### config.mk
export PLATFORM = sky130hd
export DESIGN_NAME = curve25519_stub
export DESIGN_NICKNAME = d
export VERILOG_FILES = /design/src/rtl/curve25519_pkg.sv /design/src/rtl/curve25519_stub.sv
export SDC_FILE = /design/constraint.sdc
export NUM_CORES = 1
export LEC_CHECK = 0
export BUFFER_PORTS_ARGS = -buffer_cell sky130_fd_sc_hd__clkbuf_2
export CORE_AREA = 4 4 300 302
export DETAILED_ROUTE_END_ITERATION = 10
export DIE_AREA = 0 0 304 306
export HOLD_SLACK_MARGIN = 0.06
export PLACE_DENSITY = 0.42
export RECOVER_POWER = 100
export REMOVE_ABC_BUFFERS = 1
export SLEW_MARGIN = 20
export SYNTH_ARGS = -nofsm -noshare
export SYNTH_HDL_FRONTEND = slang
export SYNTH_SLANG_ARGS = --single-unit
### constraint.sdc
create_clock -name clock -period 1.9 [get_ports clock]
set_input_delay 0.285 -clock clock [delete_from_list [all_inputs] [get_ports clock]]
set_output_delay 0.285 -clock clock [all_outputs]
set_load 0.01 [all_outputs]
### src/rtl/curve25519_pkg.sv
// Shared constants and field-element type for the Curve25519 engine and its stub.
package curve25519_pkg;

    localparam int CURVE_WIDTH      = 255;
    localparam int CURVE_BASE_POINT = 9;

    typedef logic [CURVE_WIDTH-1:0] fe_t;

    // Nibble patterns are built 256 bits wide and trimmed to the 255-bit field.
    localparam fe_t CURVE_OUT_BASE  = fe_t'({64{4'h3}});
    localparam fe_t CURVE_OUT_OTHER = fe_t'({64{4'h2}});

    typedef enum logic {
        ST_IDLE = 1'b0,
        ST_BUSY = 1'b1
    } stub_state_t;

endpackage

### src/rtl/curve25519_stub.sv
// Cycle-accurate stand-in for the Curve25519 scalar-multiplication engine.
// Define CURVE25519_STUB_XOR_EN for a data-dependent result (n ^ q ^ OUT_OTHER).
module curve25519_stub
    import curve25519_pkg::*;
#(
    parameter int                WIDTH      = CURVE_WIDTH,
    parameter int                LATENCY    = 3,
    parameter logic [WIDTH-1:0]  BASE_POINT = WIDTH'(CURVE_BASE_POINT),
    parameter logic [WIDTH-1:0]  OUT_BASE   = WIDTH'(CURVE_OUT_BASE),
    parameter logic [WIDTH-1:0]  OUT_OTHER  = WIDTH'(CURVE_OUT_OTHER)
) (
    input  logic             clock,
    input  logic             reset,
    input  logic             start,
    input  logic [WIDTH-1:0] n,
    input  logic [WIDTH-1:0] q,
    output logic             busy,
    output logic             done,
    output logic [WIDTH-1:0] out
);

    localparam int             CNT_W    = $clog2(LATENCY + 1);
    localparam logic [CNT_W-1:0] CNT_LOAD = CNT_W'(LATENCY - 1);

    stub_state_t      state, state_nx;
    logic [CNT_W-1:0] cnt, cnt_nx;
    logic [WIDTH-1:0] n_lat, n_lat_nx;
    logic [WIDTH-1:0] q_lat, q_lat_nx;
    logic [WIDTH-1:0] out_nx;
    logic             done_nx;
    logic [WIDTH-1:0] result;
    logic             unused_ok;

`ifdef CURVE25519_STUB_XOR_EN
    assign result    = n_lat ^ q_lat ^ OUT_OTHER;
    assign unused_ok = ^{BASE_POINT, OUT_BASE};
`else
    assign result    = (q_lat == BASE_POINT) ? OUT_BASE : OUT_OTHER;
    assign unused_ok = ^n_lat;
`endif

    assign busy = (state == ST_BUSY);

    always_ff @(posedge clock) begin
        if (reset) begin
            state <= ST_IDLE;
            cnt   <= '0;
            n_lat <= '0;
            q_lat <= '0;
            out   <= '0;
            done  <= 1'b0;
        end else begin
            state <= state_nx;
            cnt   <= cnt_nx;
            n_lat <= n_lat_nx;
            q_lat <= q_lat_nx;
            out   <= out_nx;
            done  <= done_nx;
        end
    end

    // Counter is only decremented while nonzero; reaching zero in BUSY completes.
    always_comb begin
        state_nx = state;
        cnt_nx   = cnt;
        n_lat_nx = n_lat;
        q_lat_nx = q_lat;
        out_nx   = out;
        done_nx  = 1'b0;
        case (state)
            ST_IDLE: begin
                if (start) begin
                    n_lat_nx = n;
                    q_lat_nx = q;
                    cnt_nx   = CNT_LOAD;
                    state_nx = ST_BUSY;
                end
            end
            ST_BUSY: begin
                if (cnt == '0) begin
                    done_nx  = 1'b1;
                    out_nx   = result;
                    state_nx = ST_IDLE;
                end else begin
                    cnt_nx = cnt - CNT_W'(1);
                end
            end
            default: state_nx = ST_IDLE;
        endcase
    end

endmodule
== Word-level counts from Yosys, hierarchy flattened ==
Cells that the tools add are included.

* Register bits: 514
* Bits of input ports: 513
* Output and inout port bits: 257

* Add/sub/neg operators: 1
* Eq/ne operators: 3
* Muxes and demuxes: 8
* Bitwise logic cells: 1
* Reduce and logical (&&, ||, !) cells: 5

{| class="wikitable"
|+ Operator list
! operator !! count
|-
| 255-bit by 4-bit == test with 1-bit output, second input constant || 1
|-
| 253-bit 2-to-1 mux || 1
|-
| 2-bit AND reduction || 3
|-
| 2-bit 2-to-1 mux || 2
|-
| 2-bit inequality test, second input constant || 2
|-
| 2-bit one-hot mux with 2 select lines || 1
|-
| 1-bit 2-to-1 mux || 3
|-
| 2-bit zero test || 1
|-
| 1-bit one-hot mux with 2 select lines || 1
|-
| 2-bit OR reduction || 1
|-
| 2-bit by 1-bit subtractor with 2-bit output, second input constant || 1
|-
| 1-bit NOT || 1
|}

== Logic depth before layout (Yosys ltp) ==
* Depth after elaboration: 3
* Depth in mapped cells: 7
* Depth with buffers taken out: 7

== Worst setup path before layout ==
OpenSTA, ideal clock, no wires.

* Path kind: register -> output
* Start point: register out[249] (netlist name)
* End point: output port out[101]
* Arrival: 1.660 ns
* Path slack: -0.045 ns
* Stages on the path, launching flop included: 2
* Buffers on the path: 1
* Cells stage by stage: dfxtp_1 buf_4

{| class="wikitable"
|+ RTL lines
! element !! RTL line !! text
|-
| to (decl) || curve25519_stub.sv:19 || <nowiki>output logic [WIDTH-1:0] out</nowiki>
|}

== Worst setup path in the final report ==
* Start point: register q_lat[249]
* End point: register out[252]

* Longest elaborated chain between the ends: 2

{| class="wikitable"
|+ RTL lines
! element !! RTL line !! text
|-
| from (decl) || curve25519_stub.sv:28 || <nowiki>logic [WIDTH-1:0] q_lat, q_lat_nx;</nowiki>
|-
| from (signal assigned) || curve25519_stub.sv:56 || <nowiki>q_lat <= q_lat_nx;</nowiki>
|-
| 255-bit by 4-bit == test with 1-bit output || curve25519_stub.sv:38 || <nowiki>assign result = (q_lat == BASE_POINT) ? OUT_BASE : OUT_OTHER;</nowiki>
|-
| 253-bit 2-to-1 mux || curve25519_stub.sv:38 ||
|-
| to (signal assigned) || curve25519_stub.sv:57 || <nowiki>out <= out_nx;</nowiki>
|}

Every way passes these cells.
A chain may end at the register's enable or synchronous reset.

==> metrics <==
total placed instance area=13,400 um2; net count reported at finish=2,493; proportion of netlist area held by the largest area contributor=0.460; Cell Area, Synth=11,400 um2; TritonCTS buffer count=38; Max-slew headroom=0.627; run status=finished, final reports clean; post-DR vias/cell=3.38; post-synthesis average cell area=7.72 um2; Max FO, Critical Path=2; worst IR drop on VDD=0.530 mV; Synth cell types=25; type of destination of the critical path=flip-flop; critical path launch point type=flip-flop; die area=93,000 um2; boundary pin count=770; list of most frequent post-synthesis cells=nand2_1, dfxtp_1, a21oi_1; Tightest Pin Transition=0.560 ns; final-report hold violation count=0; most instantiated library cell after synthesis=nand2_1; Detailed Route Iter0 Violations=407; Design Power=0.0157 W; endpoints failing setup=0; layout-stage area growth over the synthesis result=51.4%; final critical path time including I/O delays and setup=1.80 ns; power density over the cells=912 nW/um2; vias after detailed routing=10,800; later-pin clock latency in the skew report=0.53 ns; number of synthesized flops with an enable pin=0; number of global-route vias before repair=10,500; final clock skew=0.00861 ns; Storage cell area=5230 um2; count of final max-slew check failures=0; number of synthesis warnings=0; data arrival time at the worst-slack endpoint=2.27 ns; Synth async-reset ratio=0; worst hold path class=in -> reg; cell count after synthesis=1,472; height of the die=306 um; global-route wire length before repair=60.8 mm; Root Buffer=clkbuf_16; non-filler instance count after layout=3,182; H-tree depth=2; register area share after synthesis=0.460; Reg clk slew, reported paths=0.06 ns; total length of routed wires=40.3 mm; final weighted congestion in routability-driven placement=0.707; leading register cell type out of synthesis=dfxtp_1; overall global routing resource usage=0.0822; kind of critical path=reg -> reg; detailed placer's ending HPWL=28.5 mm; DRC violation count after routing=0; number of max-cap violations=0; std cell rows=109; Remaining Overflow, GRT=0; post-route clock period utilization=0.949; top achievable clock speed=554 MHz; clk sinks=261; unrepaired setup endpoints after global routing=no; buffers from clock root to sink, at most=3; most area-hungry cell type in the Yosys netlist=dfxtp_1; cell types with the largest area share after synthesis=dfxtp_1, nand2_1, buf_4; cell area after layout=17,200 um2; die boundary width=304 um; total area of multi-input combinational cells=4370 um2; fraction of layout cells with a size suffix above 1=0.186; Post-CTS Setup Bufs=0; Placeable Area=87,700 um2; CP Data Required Time=2.37 ns; iteration count of the initial detailed-routing pass=6; cell count after placement=2,850; CTS tree=done; maximum number of pins on one net before global-route repair=97; initial cell density of the core=0.130; Fill cells=9,939; per-cell routed wire length=12.7 um; number of routed nets with antenna violations=0; number of antenna violations at the first check in global routing=17; Static Leak=6.95 nW; port bufs=387; flops & latches, synth=261
[per-stage QoR]
| step | utilization | hold WS (ns) | worst slack, ns | TNS [ns] |
|---|---|---|---|---|
| 2_1_floorplan | - | 0.354 | -7.48 | -2186.05 |
| 3_3_place_gp | 0.153 | 0.442 | -0.0951 | -0.0951 |
| 3_5_place_dp | 0.153 | 0.447 | -0.0918 | -0.0918 |
| 4_1_cts | 0.198 | 0.0673 | 0.000318 | 0 |
| 5_1_grt | 0.196 | 0.0945 | 0.00846 | 0 |
| 6_report | 0.196 | 0.0948 | 0.0965 | 0 |
[layout make-up]
class                      count  area share
antenna                        9     0.00131
clock buffer                  55      0.0685
clock inverter                14     0.00989
inverter                       2    0.000436
multi-input combinational    996       0.254
sequential                   261       0.304
tap                         1165      0.0847
timing repair buffer         680       0.278
[power by group]
part / switching, W / internal (W) / total, W
combinational: 0.00117 / 0.00102 / 0.00219
sequential: 0.000187 / 0.00582 / 0.00600
clock: 0.00277 / 0.00474 / 0.00750
total: 0.00412 / 0.0116 / 0.0157
[logic make-up after synthesis]
kind of cell             share of synthesized area
AND/OR/NAND/NOR                              0.223
buffers and inverters                        0.201
flip-flops                                   0.460
AO/OA/AOI/OAI                                0.114
adder cells (fa/ha/maj)                    0.00110
other                                     0.000330
[timing repair]
action / in CTS / in global routing
endpoints found under the hold margin: 254 / 0
setup endpoints to repair: 1 / 129
resized for setup: 4 / 4
hold buffers: 254 / 0
gates cloned: 0 / 0
[placed cells by master, fill, tap and decap left out, types with 3 or more instances in the layout]
| cell | n |
|---|---|
| dlygate4sd3_1 | 254 |
| conb_1 | 127 |
| diode_2 | 9 |
| a21oi_1 | 257 |
| clkbuf_1 | 134 |
| clkbuf_16 | 41 |
| inv_6 | 4 |
| buf_12 | 12 |
| nand4_1 | 15 |
| nand2_1 | 514 |
| clkbuf_2 | 256 |
| dfxtp_1 | 259 |
| nor2_1 | 5 |
| bufinv_16 | 3 |
| clkinv_2 | 4 |
| nor4_2 | 7 |
| buf_4 | 23 |
| clkbuf_8 | 10 |
| nor4_1 | 57 |
[sequential cells by signal, indices dropped and copies added (netlist names)]
signal and cells:
busy 1, cnt 2, done 1, out 2, q_lat 255
[metal layers]
| metal | vias to the layer above | track usage | wire length [um] |
|---|---|---|---|
| li1 | 5472 | - | - |
| met1 | 4782 | 0.102 | 18000 |
| met2 | 434 | 0.133 | 17700 |
| met3 | 71 | 0.0300 | 3530 |
| met4 | 8 | 0.0253 | 1080 |
| met5 | - | 0 | 55 |
[worst paths after layout]
check / startpoint / to / slack (ns) / cells after the start
max: q_lat[249]$_SDFFE_PP0P_ / out[252]$_SDFFE_PP0P_ / 0.1 / 5
min: q[203] / q_lat[203]$_SDFFE_PP0P_ / 0.09 / 3
max reg2reg: q_lat[249]$_SDFFE_PP0P_ / out[252]$_SDFFE_PP0P_ / 0.1 / 5
min reg2reg: q_lat[164]$_SDFFE_PP0P_ / q_lat[164]$_SDFFE_PP0P_ / 0.45 / 2
[worst max-delay path, stage by stage, from the launching register on]
cell and delay [ns]:
dfxtp_1 0.33, nor4_1 0.35, nand4_1 0.19, or4_4 0.59, buf_4 0.17, o21ai_1 0.11
No activity file was read; power rests on OpenSTA's default activity.
